==> src/rtl/iter_counter.sv <==
// Iteration counter for the shift-add multiplier controllers: counts step strobes
// from START_VAL up to a loadable terminal count, with saturate or auto-reload behaviour.
module iter_counter #(
    parameter int CNT_W      = 5,
    parameter int START_VAL  = 1,
    parameter int DEFAULT_TC = 16
) (
    input  logic             clk,
    input  logic             rst,
    input  logic             clear,
    input  logic             load_tc,
    input  logic [CNT_W-1:0] tc_in,
    input  logic             step,
    input  logic             mode,
    output logic [CNT_W-1:0] count,
    output logic [CNT_W-1:0] remaining,
    output logic             done,
    output logic             done_pulse,
    output logic             wrap_pulse,
    output logic             ovf_err,
    output logic             cfg_err
);

    localparam logic [CNT_W-1:0] START_V = CNT_W'(START_VAL);
    localparam logic [CNT_W-1:0] DEF_TC  = CNT_W'(DEFAULT_TC);

    logic [CNT_W-1:0] count_reg, count_next;
    logic [CNT_W-1:0] tc_reg, tc_next;
    logic             done_pulse_reg, done_pulse_next;
    logic             wrap_pulse_reg, wrap_pulse_next;
    logic             ovf_err_reg, ovf_err_next;
    logic             cfg_err_reg, cfg_err_next;

    logic             at_tc;
    logic [CNT_W-1:0] count_inc;

    // count is never allowed past tc, so equality alone identifies terminal count
    assign at_tc     = (count_reg == tc_reg);
    assign count_inc = count_reg + CNT_W'(1);

    always_comb begin
        count_next      = count_reg;
        tc_next         = tc_reg;
        done_pulse_next = 1'b0;
        wrap_pulse_next = 1'b0;
        ovf_err_next    = ovf_err_reg;
        cfg_err_next    = cfg_err_reg;

        if (clear) begin
            count_next   = START_V;
            ovf_err_next = 1'b0;
            cfg_err_next = 1'b0;
        end else if (load_tc) begin
            // A terminal count at or below the start value would never be reached by counting up
            if (tc_in > START_V) begin
                tc_next      = tc_in;
                count_next   = START_V;
                ovf_err_next = 1'b0;
                cfg_err_next = 1'b0;
            end else begin
                cfg_err_next = 1'b1;
            end
        end else if (step) begin
            if (!at_tc) begin
                count_next      = count_inc;
                done_pulse_next = (count_inc == tc_reg);
            end else if (mode) begin
                count_next      = START_V;
                wrap_pulse_next = 1'b1;
            end else begin
                ovf_err_next = 1'b1;
            end
        end
    end

    always_ff @(posedge clk) begin
        if (rst) begin
            count_reg      <= START_V;
            tc_reg         <= DEF_TC;
            done_pulse_reg <= 1'b0;
            wrap_pulse_reg <= 1'b0;
            ovf_err_reg    <= 1'b0;
            cfg_err_reg    <= 1'b0;
        end else begin
            count_reg      <= count_next;
            tc_reg         <= tc_next;
            done_pulse_reg <= done_pulse_next;
            wrap_pulse_reg <= wrap_pulse_next;
            ovf_err_reg    <= ovf_err_next;
            cfg_err_reg    <= cfg_err_next;
        end
    end

    assign count      = count_reg;
    assign remaining  = tc_reg - count_reg;
    assign done       = at_tc;
    assign done_pulse = done_pulse_reg;
    assign wrap_pulse = wrap_pulse_reg;
    assign ovf_err    = ovf_err_reg;
    assign cfg_err    = cfg_err_reg;

endmodule
==> config.mk <==
export PLATFORM = sky130hd
export DESIGN_NAME = iter_counter
export DESIGN_NICKNAME = d
export VERILOG_FILES = /design/src/rtl/iter_counter.sv
export SDC_FILE = /design/constraint.sdc
export NUM_CORES = 1
export LEC_CHECK = 0
export ABC_AREA = 1
export CAP_MARGIN = 10
export CORE_AREA = 2 2 57 59
export CTS_CLUSTER_SIZE = 12
export DETAILED_ROUTE_END_ITERATION = 6
export DIE_AREA = 0 0 59 61
export GPL_TIMING_DRIVEN = 1
export SLEW_MARGIN = 10
export SYNTH_ARGS = -nofsm -noshare
export SYNTH_HDL_FRONTEND = slang
export SYNTH_SLANG_ARGS = --single-unit
==> constraint.sdc <==
create_clock -name clk -period 2.45 [get_ports clk]
set_clock_uncertainty 0.1 [all_clocks]
set_input_delay 0.245 -clock clk [delete_from_list [all_inputs] [get_ports clk]]
set_output_delay 0.245 -clock clk [all_outputs]
set_load 0.02 [all_outputs]
==> out/metrics.csv <==
metric,value,unit
status,"complete, no violations",
final_area,0.001246,mm^2
cp_max_fo,2,
yosysSeqAreaShare,0.3124,
synthesis.area,897.1,um^2
worstMarginPinSlew,0.2278,ns
setup_tns,0,ns
maxSlewHeadroom,0.8479,
wl_per_cell,11.53,um
postCtsSetupBuffers,0,
viasPerCell,4.639,
global_route.usage.met3,0.02132,
finalSetupViolations,0,
num_vias,900,
fin_cells,194,
place_ws,0.1507,ns
fin_ws,0.1419,ns
final_nets,179,
clockBufferDepth,2,
critPathArrivalTime,1.96,ns
yosysWarnings,0,
drt_pass1_iterations,4,
pwr_density_cell,515.5,mW/mm^2
gp_congestion,0.8499,
hold_ws,0.3726,ns
initial_core_util,0.3038,
peakVddDrop,0.2921,mV
hold_class,reg2reg,
drt_iter0_drc,9,
antenna_found_initial,0,
total_power,0.6424,mW
worstSetupStartpointType,flop,
cts_buffers,3,
top_usage_layer,met2,
fill_cells,317,
num_io_pins,26,
cts-root-buf,clkbuf_4,
seq_area,281.5,um^2
ctsHtreeMaxLevel,1,
max_cap_viol_count,0,
fin_crit_sh,0.9421,
grt_pass1_vias,915,
final_common_cell,nand2_1,
drive_gt1_frac,0.1118,
synth_area_per_cell,6.901,um^2
cts-hold-fix-buffers,0,
totalWireLength,2237,um
required,2.11,ns
crit_type,reg2out,
cts_tree,yes,
syn-num-nets,147,
netlist_instances,130,
critical_path.endpoint_type,output port,
min_period,2.308,ns
cts_sinks,14,
p_leak,0.5940,nW
ys_ff_latch,14,
maxSlewViolCount,0,
die-area,0.003599,mm^2
io_buffer_count,25,
path_clk_slew,0.09,ns
overflow,0,
final_util,0.4220,
area_delta_synth_final,38.91,%
die_w,59,um
synth_cell_types,19,
die_h,61,um
core.rowCount,20,
grt_use_met1,0.1712,
fmax,0.4333,GHz
grt_use_met2,0.2317,
grt_pass1_wl,3767,um
core,0.002953,mm^2
placed_cell_area,0.001206,mm^2
hold_viol_final,0,
grt_start_max_net_pins,10,
antenna_cells,0,
rsz0062_at_grt,false,
placed_cells,190,
drc,0,
multi_input_area,540.5,um^2
antenna_left,0,
place_hpwl,1833,um
grtUsageTotal,0.1402,
clk_latency,0.30,ns
final_cell_mix,"nand2_1 (24), clkdlybuf4s50_1 (21), nor2_1 (20), inv_1 (19), dfxtp_1 (13)",
-- worst paths after layout --
check                           depth (start not counted)  slack (ns)           end  startpoint
worst min register to register                          2        0.37     tc_reg[0]   tc_reg[0]
worst min-delay path                                    2        0.37     tc_reg[0]   tc_reg[0]
worst max-delay path                                    5        0.14  remaining[1]   tc_reg[0]
worst max register to register                          9        0.82      count[2]    count[2]
-- per-layer routing --
layer | wire, um | share of wire | vias to the layer above
met5 | 0 | 0 | -
met4 | 83 | 0.037 | 0
met3 | 78 | 0.035 | 9
met2 | 1002 | 0.45 | 26
met1 | 1072 | 0.48 | 391
li1 | - | - | 474
-- critical path, cell delays in order (launching register included) --
cell and delay [ns]:
dfxtp_1 0.32, inv_1 0.05, ha_1 0.20, fa_1 0.44
inv_1 0.07, clkdlybuf4s50_1 0.59
-- where the power goes --
part	switching (mW)	internal (mW)
clock	0.0901	0.0907
sequential	0.00731	0.238
combinational	0.122	0.0949
-- timing repair --
action                                  4_1_cts  5_1_grt
endpoints found under the setup margin        3        4
endpoints found under the hold margin         0        0
gates resized for setup                       2        5
pin swaps                                     0        0
-- cell families after synthesis --
kind of cell | share of synthesized area
xor gates and xnor gates | 0.07811
buffers and inverters | 0.08507
and+or+nand+nor | 0.3529
adders and majority gates | 0.09205
DFF | 0.3124
AOI/OAI and AO/OA | 0.07950
-- synth_stat cells --
cell,count,area share
ha_1,5,0.070
nor3_1,2,0.011
inv_1,19,0.079
xor2_1,5,0.049
o21ai_0,7,0.039
nand3b_1,1,0.0084
nand2_2,6,0.042
nor2_4,2,0.025
nand2_1,24,0.10
nand4_1,3,0.021
clkbuf_2,1,0.0056
fa_1,1,0.022
a31oi_1,1,0.0070
nand3_2,1,0.011
a21oi_1,6,0.033
dfxtp_1,14,0.31
xnor2_1,3,0.029
nor2_1,20,0.084
nand3_1,9,0.050
-- area by class of cell --
class | count | area share
Sequential cell | 14 | 0.2259
Tap cell | 33 | 0.03313
Multi-Input combinational cell | 96 | 0.4337
Timing Repair Buffer | 28 | 0.2209
Clock buffer | 4 | 0.02912
Inverter | 19 | 0.05723
No activity file was read; power rests on OpenSTA's default activity.
